$ cat src/rtl/sumador_pkg.sv
// Shared types and constants for the pipelined floating-point adder.
// Contents: default widths (SUM_E, SUM_M), exponent bias, quiet-NaN pattern,
// operand class enum and the three stage-register payload structs.
package sumador_pkg;

    localparam int unsigned SUM_E  = 8;
    localparam int unsigned SUM_M  = 23;
    localparam int unsigned SUM_W  = SUM_E + SUM_M + 1;
    // Aligned fraction: hidden bit, M mantissa bits, guard, round, sticky
    localparam int unsigned SUM_FW = SUM_M + 4;
    localparam int unsigned BIAS   = (1 << (SUM_E - 1)) - 1;

    localparam logic [SUM_W-1:0] QNAN = {1'b0, {SUM_E{1'b1}}, 1'b1, {(SUM_M-1){1'b0}}};

    typedef enum logic [1:0] {
        NORMAL,
        CERO,
        INF,
        NAN
    } clase_t;

    // Registered operand pair
    typedef struct packed {
        logic [SUM_W-1:0] a;
        logic [SUM_W-1:0] b;
    } entrada_t;

    // After alignment: X is the larger magnitude, fy already shifted
    typedef struct packed {
        clase_t            clase;
        logic              signo;
        logic              resta;
        logic [SUM_E-1:0]  exp;
        logic [SUM_FW-1:0] fx;
        logic [SUM_FW-1:0] fy;
    } alineado_t;

    // After add/subtract: one extra carry bit on top of the fraction
    typedef struct packed {
        clase_t            clase;
        logic              signo;
        logic [SUM_E-1:0]  exp;
        logic [SUM_FW:0]   suma;
    } sumado_t;

endpackage

$ cat src/rtl/sumador_flotante_segmentado_contador_ceros.sv
// Combinational leading-zero counter.
// Ports: vec_i (W-bit vector), ceros_o (number of leading zeros, W when vec_i is 0).
module contador_ceros #(
    parameter int unsigned W = 8
) (
    input  logic [W-1:0]           vec_i,
    output logic [$clog2(W+1)-1:0] ceros_o
);

    localparam int unsigned CW = $clog2(W + 1);

    // Scanning upward lets the highest set bit win
    always_comb begin : cuenta
        ceros_o = CW'(W);
        for (int i = 0; i < W; i++) begin
            if (vec_i[i]) begin
                ceros_o = CW'(W - 1 - i);
            end
        end
    end

endmodule

$ cat src/rtl/sumador_flotante_segmentado.sv
// Pipelined floating-point adder with valid/ready stream handshake.
// Stages: input register -> align -> add/subtract -> normalise/round/pack.
// Latency 3 cycles after acceptance, one operation per cycle, global stall.
// Ports:
//   clk, rst          clock, asynchronous active-high reset
//   valido_in/listo_in operand handshake; a, b operands {sign, exp, mant}
//   valido_out/listo_out result handshake; s result, exp_cout overflow flag
// Build option: define SUMADOR_REDONDEO_EN for round-to-nearest-even,
// otherwise results are truncated toward zero.
module sumador_flotante_segmentado
    import sumador_pkg::*;
#(
    parameter int unsigned E = SUM_E,
    parameter int unsigned M = SUM_M
) (
    input  logic         clk,
    input  logic         rst,
    input  logic         valido_in,
    output logic         listo_in,
    input  logic [E+M:0] a,
    input  logic [E+M:0] b,
    output logic         valido_out,
    input  logic         listo_out,
    output logic [E+M:0] s,
    output logic         exp_cout
);

    localparam int unsigned W   = E + M + 1;
    localparam int unsigned FW  = M + 4;
    localparam int unsigned LZW = $clog2(FW + 1);
    localparam int unsigned XW  = ((E > LZW) ? E : LZW) + 2;

    // Stage structs are sized from the package widths
    if (E != SUM_E || M != SUM_M) begin : g_anchura_invalida
        $error("E/M must match SUM_E/SUM_M in sumador_pkg");
    end

    logic        avanza;
    logic        v0_q, v1_q, v2_q, vout_q;
    entrada_t    r0_q;
    alineado_t   r1_q, r1_d;
    sumado_t     r2_q, r2_d;
    logic [W-1:0] s_q, s_d;
    logic        cout_q, cout_d;

    assign avanza     = !vout_q || listo_out;
    assign listo_in   = avanza;
    assign valido_out = vout_q;
    assign s          = s_q;
    assign exp_cout   = cout_q;

    // Pipeline registers; every stage moves together
    always_ff @(posedge clk or posedge rst) begin : registros
        if (rst) begin
            v0_q   <= 1'b0;
            v1_q   <= 1'b0;
            v2_q   <= 1'b0;
            vout_q <= 1'b0;
            r0_q   <= '0;
            r1_q   <= '0;
            r2_q   <= '0;
            s_q    <= '0;
            cout_q <= 1'b0;
        end else if (avanza) begin
            v0_q   <= valido_in;
            r0_q.a <= a;
            r0_q.b <= b;
            v1_q   <= v0_q;
            r1_q   <= r1_d;
            v2_q   <= v1_q;
            r2_q   <= r2_d;
            vout_q <= v2_q;
            s_q    <= v2_q ? s_d : '0;
            cout_q <= v2_q & cout_d;
        end
    end

    // Stage 1: classify, order by magnitude, align the smaller operand
    logic         sa, sb, sx, intercambio;
    logic [E-1:0] ea, eb, ex, ey, dif;
    logic [M-1:0] ma, mb, mx, my;
    logic         nan_a, nan_b, inf_a, inf_b, cero_a, cero_b;
    logic [FW-1:0]   fy_full;
    logic [2*FW-1:0] fy_ext;

    always_comb begin : etapa_alineacion
        r1_d = '0;
        {sa, ea, ma} = r0_q.a;
        {sb, eb, mb} = r0_q.b;
        nan_a  = (&ea) && (|ma);
        nan_b  = (&eb) && (|mb);
        inf_a  = (&ea) && !(|ma);
        inf_b  = (&eb) && !(|mb);
        cero_a = (ea == '0);
        cero_b = (eb == '0);

        intercambio = {eb, mb} > {ea, ma};
        sx  = intercambio ? sb : sa;
        ex  = intercambio ? eb : ea;
        mx  = intercambio ? mb : ma;
        ey  = intercambio ? ea : eb;
        my  = intercambio ? ma : mb;
        dif = ex - ey;

        // Exponent 0 flushes to zero, so no hidden bit
        fy_full = (ey == '0) ? '0 : {1'b1, my, 3'b000};
        // Bits shifted past the sticky position are OR-ed into it
        fy_ext  = {fy_full, FW'(0)} >> dif;

        r1_d.fx    = {1'b1, mx, 3'b000};
        r1_d.fy    = {fy_ext[2*FW-1:FW+1], fy_ext[FW] | (|fy_ext[FW-1:0])};
        r1_d.exp   = ex;
        r1_d.signo = sx;
        r1_d.resta = sa ^ sb;

        if (nan_a || nan_b || (inf_a && inf_b && (sa != sb))) begin
            r1_d.clase = NAN;
            r1_d.signo = 1'b0;
        end else if (inf_a || inf_b) begin
            r1_d.clase = INF;
            r1_d.signo = inf_a ? sa : sb;
        end else if (cero_a && cero_b) begin
            r1_d.clase = CERO;
            r1_d.signo = sa & sb;
        end else begin
            r1_d.clase = NORMAL;
        end
    end

    // Stage 2: magnitude add or subtract; X >= Y so the difference is never negative
    always_comb begin : etapa_suma
        r2_d       = '0;
        r2_d.clase = r1_q.clase;
        r2_d.signo = r1_q.signo;
        r2_d.exp   = r1_q.exp;
        if (r1_q.resta) begin
            r2_d.suma = {1'b0, r1_q.fx} - {1'b0, r1_q.fy};
        end else begin
            r2_d.suma = {1'b0, r1_q.fx} + {1'b0, r1_q.fy};
        end
    end

    // Stage 3: normalise, round, detect overflow/underflow and pack
    logic [LZW-1:0] lz;
    logic [FW-1:0]  norm;
    logic [XW-1:0]  exp_n;
    logic [M:0]     mant_r;
    logic           inc, flush;

    contador_ceros #(.W(FW)) u_contador_ceros (
        .vec_i   (r2_q.suma[FW-1:0]),
        .ceros_o (lz)
    );

    always_comb begin : etapa_normalizacion
        s_d    = '0;
        cout_d = 1'b0;
        norm   = '0;
        exp_n  = '0;
        inc    = 1'b0;
        mant_r = '0;
        flush  = 1'b0;

        if (r2_q.suma[FW]) begin
            norm  = {r2_q.suma[FW:2], r2_q.suma[1] | r2_q.suma[0]};
            exp_n = XW'(r2_q.exp) + XW'(1);
        end else begin
            norm  = r2_q.suma[FW-1:0] << lz;
            exp_n = XW'(r2_q.exp) - XW'(lz);
            flush = XW'(r2_q.exp) <= XW'(lz);
        end

`ifdef SUMADOR_REDONDEO_EN
        inc = norm[2] && (norm[1] || norm[0] || norm[3]);
`endif
        // Top bit is the rounding carry; mantissa then wraps to zero
        mant_r = {1'b0, norm[FW-2:3]} + (M+1)'(inc);
        if (mant_r[M]) begin
            exp_n = exp_n + XW'(1);
        end

        case (r2_q.clase)
            NAN:  s_d = QNAN;
            INF:  s_d = {r2_q.signo, {E{1'b1}}, {M{1'b0}}};
            CERO: s_d = {r2_q.signo, (W-1)'(0)};
            default: begin
                if (norm == '0) begin
                    s_d = '0;
                end else if (flush) begin
                    s_d = {r2_q.signo, (W-1)'(0)};
                end else if (exp_n >= XW'({E{1'b1}})) begin
                    s_d    = {r2_q.signo, {E{1'b1}}, {M{1'b0}}};
                    cout_d = 1'b1;
                end else begin
                    s_d = {r2_q.signo, exp_n[E-1:0], mant_r[M-1:0]};
                end
            end
        endcase
    end

endmodule

$ cat config.mk
export PLATFORM = sky130hd
export DESIGN_NAME = sumador_flotante_segmentado
export DESIGN_NICKNAME = d
export VERILOG_FILES = /design/src/rtl/sumador_pkg.sv /design/src/rtl/sumador_flotante_segmentado_contador_ceros.sv /design/src/rtl/sumador_flotante_segmentado.sv
export SDC_FILE = /design/constraint.sdc
export NUM_CORES = 1
export LEC_CHECK = 0
export ABC_AREA = 0
export BUFFER_PORTS_ARGS = -buffer_cell sky130_fd_sc_hd__buf_2
export CORE_MARGIN = 8
export CORE_UTILIZATION = 40
export DETAILED_ROUTE_END_ITERATION = 6
export PLACE_DENSITY = 0.61
export SYNTH_ARGS = -nofsm -noshare
export SYNTH_HDL_FRONTEND = slang
export SYNTH_SLANG_ARGS = --single-unit
$ cat constraint.sdc
create_clock -name clk -period 12 [get_ports clk]
set_clock_uncertainty 0.15 [all_clocks]
set_input_delay 3 -clock clk [delete_from_list [all_inputs] [get_ports clk]]
set_output_delay 3 -clock clk [all_outputs]
set_load 0.02 [all_outputs]
==> reports/results.txt, run 1 <==
Switch Pwr: 0.00323 W
Iteration-0 DRC Markers: 1308
CP Cell Sequence: buf_2 > nor2b_4 > buf_12 > inv_4 > buf_2
Critical path type: input port to output pin
Die area: 0.0473 mm^2
Worst Max-Slew Pin Slew: 0.973 ns
Total grt overflow: 0
Clock net sink count: 203
Clock buffer count from CTS: 26
Max_cap viols: 0
Cells on Worst Hold Path: 2
Worst EP arrival: 4.10 ns
Clock Power Share: 0.130
Max Buffers Root-to-Sink: 3
Hold crit path type: flip-flop to flip-flop
Slowest-stage cell, CP: buf_12
Final net count: 2224
Post-synth EDFFs: 0
First-pass GRT wire length: 82500 um
DRC: 3
Mapped Nets: 2200
Hold Buf Count CTS: 0
Failing checks: DRC
Hpwl dp: 38500 um
Via Count: 15400
Total wire length: 51600 um
Pwr Density: 351 mW/mm^2
ANT nets after route: 0
Area post-placement: 0.0171 mm^2
Number of setup buffers added after CTS: 0
Storage cell area: 0.00508 mm^2
Detailed Routing Iterations Pass 1: 7
PortBufs: 102
Reg2Reg Depth: 18
Crit path largest cell delay: 0.52 ns
Antenna violations before repair: 1
Cell Rows: 74
Syn Area/Cell: 7.95 um^2
Crit. path cell count: 5
Pint: 0.00307 W
Critical path's top delay family: buffers and inverters
Initial core utilization: 0.401
Synth cell types: 88
Via/cell ratio: 5.89
Final max-slew violation count: 0
Crit-path max FO: 187
Hold Slack: 0.322 ns
Top FF cell, synth: dfrtp_1
Peak Freq: 0.138 GHz
FFs w/ async S/R, synth: 1.00
Worst vdd ir: 186 uV
Post-synthesis sequential area ratio: 0.313
Unrepaired setup endpoints after global routing: no
Htree depth: 1
Pleak: 8.11 nW
Period utilization: 0.604
Vias in the first global route: 14764
Register bit count reported by yosys: 203
CTS resizes: 0
Multi-input gate area: 0.0102 mm^2
Slew Limit Headroom: 0.345
Most frequent CP cell: buf_2
Total power: 0.00630 W
Area Overhead vs Synth: 10.7%
Sw Ratio: 0.512
Die height: 217 um
Syn Std Cell Area: 0.0162 mm^2
Cells after Synth: 2041
Clk_lat worst skew: 0.55 ns
Final setup fails: 0
Synth top area share: 0.313
Min cycle time layout: 7.25 ns
I/O pin count: 103
Setup TNS: 0 ns
Logic pwr share: 0.668
WL/cell: 19.7 um
Startpoint types: input port
Ys Warns: 0
Antenna cells: 0
Top post-synthesis cells by area: dfrtp_1 31%, nand2_1 8.2%, ha_1 6.9%
Hold Violations, Final: 0
Gpl congestion: 0.909
Fillers: 4042
Total track usage: 0.212
Sequential Power Share: 0.202
WP buf/inv: 4
CORE AREA: 0.0405 mm^2
Worst setup EP type: output pin
Critical path data required time: 8.85 ns
Share of cells above drive strength 1: 0.123
Clock-pin transition on the worst setup and hold timing paths: 0.05 ns
Root Buffer: clkbuf_16
Biggest area consumer among synthesized cells: dfrtp_1
Largest net degree at the start of global routing: 188
CTS tree: done
Status: finished with violations
Final instance area: 0.0180 mm^2
Width of the die: 217 um
-- worst reg2reg max path: stages, from the launching register on --
cell and delay [ns]:
dfrtp_1 0.44, ha_1 0.78, nand4_1 0.31, or3_1 0.44, nand2_1 0.62, nor3_1 0.23, nor2_4 0.15, buf_4 0.51
a21oi_1 0.15, ha_1 0.21, a221o_1 0.29, or4_4 0.44, nand2_1 0.46, mux2_2 0.45, mux2i_1 0.32, a41oi_1 0.20
nor4b_1 0.36, o2111ai_1 0.14, a221o_1 0.34
-- registers in the layout, summed over array words and instances (netlist names) --
register	count
exp_cout	1
mb	23
valido_out	1
v2_q	1
r0_q	2
r1_q	63
ea	8
r2_q	39
v0_q	1
s	32
ma	23
eb	8
v1_q	1
-- cell families (layout without fill, tap and decap cells) --
| kind of cell | after synthesis | after routing | synth area share |
|---|---|---|---|
| xor gates and xnor gates | 34 | 34 | 0.0183 |
| muxes | 123 | 123 | 0.0950 |
| and+or+nand+nor | 795 | 795 | 0.225 |
| DFF | 203 | 203 | 0.313 |
| AOI/OAI and AO/OA | 552 | 552 | 0.215 |
| adders and majority gates | 91 | 91 | 0.0711 |
| buffers and inverters | 243 | 286 | 0.0623 |
-- area by class of cell --
| class | instances | area share |
|---|---|---|
| Multi-Input combinational cell | 1595 | 0.567 |
| Sequential cell | 203 | 0.283 |
| Clock buffer | 41 | 0.0456 |
| Timing Repair Buffer | 124 | 0.0383 |
| Tap cell | 532 | 0.0371 |
| Inverter | 115 | 0.0246 |
| Clock inverter | 6 | 0.00488 |
-- path summary, 6_finish.rpt --
check	start	end	slack, ns
setup / recovery	listo_out	listo_in	4.75
hold / removal	s[18]	s[18]	0.32
setup reg to reg	eb[0]	r1_q[0]	4.87
hold reg to reg	s[18]	s[18]	0.32
max in group asynchronous	rst	r1_q[19]	8.08
min in group asynchronous	rst	ma[0]	2.43
-- stage by stage --
step,utilization,setup WS (ns),std cells
after floorplan,-,3.31,2041
after global placement,0.422,4.69,2569
after detailed placement,0.422,4.69,2569
after CTS,0.444,4.68,2616
after global routing,0.444,4.40,2616
final,0.444,4.75,2616
-- synthesized netlist by cell type, drive strengths merged (6+ instances only) --
cell type  instances
a221oi             7
a21o              14
xor2               6
clkbuf            91
o2111ai            8
and3              18
o22ai             18
a22oi             21
a21boi            10
o21bai            12
mux2              26
mux4              21
o221ai             6
nand3             47
or2                7
or3               14
nand2            353
dfrtp            203
buf               37
ha                89
a22o               6
a222oi             9
mux2i             76
nor4              29
nand2b            12
xnor2             28
nor3              68
nor2             175
a221o              6
inv              112
nand4             29
and4              20
o211ai            11
a211oi            14
o31ai             16
a21oi            126
a31oi             27
o21ai            187
-- layout by cell type, fill, tap and decap left out, drive strengths merged, types with 14 or more instances in the layout --
| cell type | synthesis | layout |
|---|---|---|
| nand2 | 353 | 353 |
| dfrtp | 203 | 203 |
| o21ai | 187 | 187 |
| nor2 | 175 | 175 |
| a21oi | 126 | 126 |
| buf | 37 | 124 |
| inv | 112 | 114 |
| ha | 89 | 89 |
| mux2i | 76 | 76 |
| nor3 | 68 | 68 |
| nand3 | 47 | 47 |
| clkbuf | 91 | 41 |
| nand4 | 29 | 29 |
| nor4 | 29 | 29 |
| xnor2 | 28 | 28 |
| a31oi | 27 | 27 |
| mux2 | 26 | 26 |
| a22oi | 21 | 21 |
| mux4 | 21 | 21 |
| and4 | 20 | 20 |
| and3 | 18 | 18 |
| o22ai | 18 | 18 |
| o31ai | 16 | 16 |
| a21o | 14 | 14 |
| or3 | 14 | 14 |
| a211oi | 14 | 14 |
-- metal layers --
metal	track usage	wire length, um
met1	0.284	22800
met2	0.346	23900
met3	0.0298	2920
met4	0.0775	1940
met5	0	13
-- power groups by stage --
stage / registers (W) / logic (W) / clock network, W
6_report: 0.00127 / 0.00421 / 0.000819
5_1_grt: 0.00131 / 0.00462 / 0.000864
4_1_cts: 0.00127 / 0.00416 / 0.000839
3_5_place_dp: 0.00128 / 0.00413 / 0
3_3_place_gp: 0.00127 / 0.00410 / 0
2_1_floorplan: 0.00118 / 0.00314 / 0
Power figures use the tool's default switching activity.
==> run 2: changes to the inputs <==
==> constraint.sdc (replaced) <==
create_clock -name clk -period 7.1 [get_ports clk]
set_clock_uncertainty 0.15 [all_clocks]
set_input_delay 1.775 -clock clk [delete_from_list [all_inputs] [get_ports clk]]
set_output_delay 1.775 -clock clk [all_outputs]
set_load 0.02 [all_outputs]
==> reports/results.txt, run 2 (same netlist as run 1, synthesis figures left out) <==
Htree depth: 1
Final setup fails: 0
Vias in the first global route: 15096
Critical path type: flip-flop to flip-flop
Worst Max-Slew Pin Slew: 1.05 ns
Detailed Routing Iterations Pass 1: 6
Sequential Power Share: 0.197
Hold Violations, Final: 0
Clock Power Share: 0.136
Hpwl dp: 40000 um
Total track usage: 0.219
Die height: 217 um
Fin util: 0.446
Peak Freq: 0.152 GHz
Worst EP arrival: 6.88 ns
Antenna cells: 0
PortBufs: 102
Sw Ratio: 0.514
Slew Limit Headroom: 0.297
Most frequent cells in the layout: 353 x nand2_1, 203 x dfrtp_1, 184 x o21ai_0, 173 x nor2_1, 126 x a21oi_1
Via Count: 15359
Number of setup buffers added after CTS: 0
Status: completed
Pint: 0.00527 W
WL/cell: 20.3 um
Worst vdd ir: 301 uV
Storage cell area: 0.00508 mm^2
Gpl congestion: 0.991
CTS tree: done
Final max-slew violation count: 0
Total grt overflow: 0
Total wire length: 53100 um
Dpl ws: 0.573 ns
Root Buffer: clkbuf_16
Worst setup EP type: flip-flop
Pwr Density: 602 mW/mm^2
Hold crit path type: flip-flop to flip-flop
Unrepaired setup endpoints after global routing: no
Startpoint types: flip-flop
Critical path data required time: 7.39 ns
Register name with the most flops: r1_q
Width of the die: 217 um
Iteration-0 DRC Markers: 1381
Logic pwr share: 0.667
I/O pin count: 103
Clock buffer count from CTS: 26
Via/cell ratio: 5.86
Max_cap viols: 0
Share of cells above drive strength 1: 0.126
Largest net degree at the start of global routing: 153
DRC: 0
Max reg flops: 63
Fillers: 4098
Area Overhead vs Synth: 11.1%
Pleak: 8.15 nW
Max Buffers Root-to-Sink: 3
Period utilization: 0.929
Clk_lat worst skew: 0.56 ns
ANT nets after route: 0
Total power: 0.0108 W
Clock-pin transition on the worst setup and hold timing paths: 0.06 ns
Cell Rows: 74
Clock net sink count: 203
Crit-path max FO: 15
First-pass GRT wire length: 85100 um
Initial core utilization: 0.401
Min cycle time layout: 6.60 ns
Slack of the critical path: 0.504 ns
Hold Buf Count CTS: 0
Final net count: 2226
CORE AREA: 0.0405 mm^2
Most common cell after layout, fill and taps aside: nand2_1
Multi-input gate area: 0.0102 mm^2
Die area: 0.0473 mm^2
Setup TNS: 0 ns
Antenna violations before repair: 0
Switch Pwr: 0.00558 W
run 2: path summary, 6_finish.rpt:
path	start	end	slack, ns	cells after the start
worst max register to register	ea[4]	r1_q[0]	0.50	19
worst min register to register	v1_q	v1_q	0.32	2
worst max-delay path	ea[4]	r1_q[0]	0.50	19
worst min-delay path	v1_q	v1_q	0.32	2
max in group asynchronous	rst	s[0]	4.32	4
min in group asynchronous	rst	eb[7]	0.95	2
run 2: what timing repair did:
| item | in CTS | in global routing |
|---|---|---|
| hold endpoints to repair | 0 | 0 |
| endpoints found under the setup margin | 0 | 1 |
| gates resized for setup | 0 | 1 |
run 2: cell type report:
cell class	instances	area share
clock inverters	15	0.0118
well taps	532	0.0369
repair buffers	126	0.0390
flip-flops and latches	203	0.282
inverters	115	0.0243
multi-input cells	1595	0.565
clock buffers	33	0.0415
run 2: power by group through the flow:
stage                     registers (W)  logic [W]  clock network (W)
final                           0.00214    0.00724            0.00147
after global routing            0.00220    0.00791            0.00155
after CTS                       0.00213    0.00716            0.00151
after detailed placement        0.00215    0.00712                  0
after global placement          0.00213    0.00711                  0
after floorplan                 0.00199    0.00531                  0
run 2: metal layers:
| metal | share of wire | vias to the layer above | routed length (um) | track usage |
|---|---|---|---|---|
| li1 | - | 7413 | - | - |
| met1 | 0.45 | 7274 | 23800 | 0.294 |
| met2 | 0.46 | 546 | 24600 | 0.359 |
| met3 | 0.051 | 126 | 2710 | 0.0269 |
| met4 | 0.039 | 0 | 2060 | 0.0800 |
| met5 | 0 | - | 0 | 0 |
run 2: metrics by stage:
stage          hold WS, ns  cells  cell area (um^2)
6_report             0.320   2619             18000
5_1_grt              0.348   2619             18000
4_1_cts              0.323   2619             18000
3_5_place_dp         0.310   2571             17100
3_3_place_gp         0.298   2571             17100
2_1_floorplan        0.289   2041             16200
run 2: worst max-delay path, cell delays in order, from the launching register on:
cell	delay, ns
dfrtp_1	0.39
inv_1	0.10
ha_1	0.51
nand4_1	0.19
nor2_2	0.27
and3_1	0.29
o31a_1	0.53
nor3_1	0.24
nor2_4	0.18
a21oi_1	0.08
ha_1	0.17
a221o_1	0.29
or4_4	0.44
nand2_1	0.48
mux2i_1	0.49
nor2_1	0.08
o21ai_0	0.60
nor4b_1	0.47
o2111ai_1	0.17
a221o_1	0.34
==> run 3: changes to the inputs <==
==> constraint.sdc (replaced) <==
create_clock -name clk -period 8.45 [get_ports clk]
set_clock_uncertainty 0.15 [all_clocks]
set_input_delay 2.1125 -clock clk [delete_from_list [all_inputs] [get_ports clk]]
set_output_delay 2.1125 -clock clk [all_outputs]
set_load 0.02 [all_outputs]
==> reports/results.txt, run 3 (same netlist as run 1, synthesis figures left out) <==
Status: completed
CTS tree: done
PortBufs: 102
Detailed Routing Iterations Pass 1: 7
Inst Count DP: 2568
WP buf/inv: 2
Clock-pin transition on the worst setup and hold timing paths: 0.06 ns
Hold Slack: 0.315 ns
Gpl congestion: 0.996
Share of cells above drive strength 1: 0.122
Worst vdd ir: 234 uV
Critical path's top delay family: simple AND/OR/NAND/NOR gates
WL/cell: 20.0 um
Min cycle time layout: 6.51 ns
Hold Violations, Final: 0
Worst Max-Slew Pin Slew: 1.02 ns
Cell Rows: 74
Vias in the first global route: 14842
Via/cell ratio: 5.87
Critical path data required time: 8.73 ns
Clk_lat worst skew: 0.56 ns
Initial core utilization: 0.401
Most frequent cells in the layout: 353 x nand2_1, 203 x dfrtp_1, 184 x o21ai_0, 173 x nor2_1, 126 x a21oi_1
Root Buffer: clkbuf_16
Max reg flops: 63
Routed wl met3: 2420 um
Met2 Wirelength: 24200 um
Worst EP arrival: 6.78 ns
Crit-path max FO: 21
First-pass GRT wire length: 83700 um
Total track usage: 0.216
Clock net sink count: 203
Area Overhead vs Synth: 10.3%
Final max-slew violation count: 0
Most common cell after layout, fill and taps aside: nand2_1
Antenna cells: 0
Htree depth: 1
Number of setup buffers added after CTS: 0
Width of the die: 217 um
Pleak: 8.09 nW
Register name with the most flops: r1_q
Peak Freq: 0.154 GHz
Slew Limit Headroom: 0.321
ANT nets after route: 0
Hold Buf Count CTS: 0
CTS resizes: 0
Iteration-0 DRC Markers: 1288
CORE AREA: 0.0405 mm^2
Highest Signal Layer: met4
Critical path type: flip-flop to flip-flop
Worst setup EP type: flip-flop
Largest net degree at the start of global routing: 128
Die area: 0.0473 mm^2
Clock buffer count from CTS: 24
Antenna violations before repair: 1
Crit path largest cell delay: 0.80 ns
Die height: 217 um
I/O pin count: 103
Unrepaired setup endpoints after global routing: no
Final setup fails: 0
Final net count: 2221
Via Count: 15333
Startpoint types: flip-flop
Period utilization: 0.770
Total power: 0.00897 W
Max_cap viols: 0
Hpwl dp: 38700 um
Pwr Density: 501 mW/mm^2
Total grt overflow: 0
CP Cell Sequence: ha_1 > nand4_1 > nor2_2 > and3_1 > o31a_1 > nor3_1 > nor2_4 > nor2_1 > a21oi_1 > ha_1 > buf_4 > inv_1 > nand2_1 > a21oi_1 > a221o_1 > mux2i_1 > mux2i_1 > nor3b_2 > a41oi_1 > nor4b_1 > o2111ai_1 > a221o_1
Post-Layout Cell Count: 2610
Setup TNS: 0 ns
Met1 WL: 23500 um
Slowest-stage cell, CP: ha_1
DRC: 0
Hold crit path type: flip-flop to flip-flop
Total wire length: 52100 um
Max Buffers Root-to-Sink: 3
[run 3: final timing paths]
| check | startpoint | endpoint | slack [ns] | cells past startpoint |
|---|---|---|---|---|
| worst min register to register | r1_q[65] | r1_q[65] | 0.31 | 2 |
| min in group asynchronous | rst | eb[7] | 1.54 | 2 |
| worst min-delay path | r1_q[65] | r1_q[65] | 0.31 | 2 |
| worst max register to register | eb[0] | r1_q[0] | 1.94 | 22 |
| worst max-delay path | eb[0] | r1_q[0] | 1.94 | 22 |
| max in group asynchronous | rst | r2_q[21] | 5.08 | 3 |
[run 3: area by class of cell]
type                            instances  area (um^2)
Clock buffer                           34          729
Clock inverter                          8          146
Fill cell                            4093        22600
Inverter                              115          442
Multi-Input combinational cell       1595        10200
Sequential cell                       203         5080
Tap cell                              532          666
Timing Repair Buffer                  123          668
[run 3: stage by stage]
stage / util / setup slack [ns] / area, um^2
2_1_floorplan: - / 0.648 / 16200
3_3_place_gp: 0.421 / 2.17 / 17000
3_5_place_dp: 0.421 / 2.06 / 17000
4_1_cts: 0.443 / 2.01 / 17900
5_1_grt: 0.443 / 1.42 / 17900
6_report: 0.443 / 1.94 / 17900
[run 3: layer usage]
metal,global-route usage,vias to the layer above
li1,-,7391
met1,0.292,7348
met2,0.352,473
met3,0.0265,121
met4,0.0764,0
met5,0,-
[run 3: power by group]
group	internal [W]	switching [W]
logic	0.00231	0.00370
registers	0.00133	0.000472
clock network	0.000719	0.000440
total	0.00436	0.00461
[run 3: tightest hold or removal path: cells and delay by family (launching register included)]
family,cells,cell delay [ns]
simple gates,2,0.10
flops,1,0.34
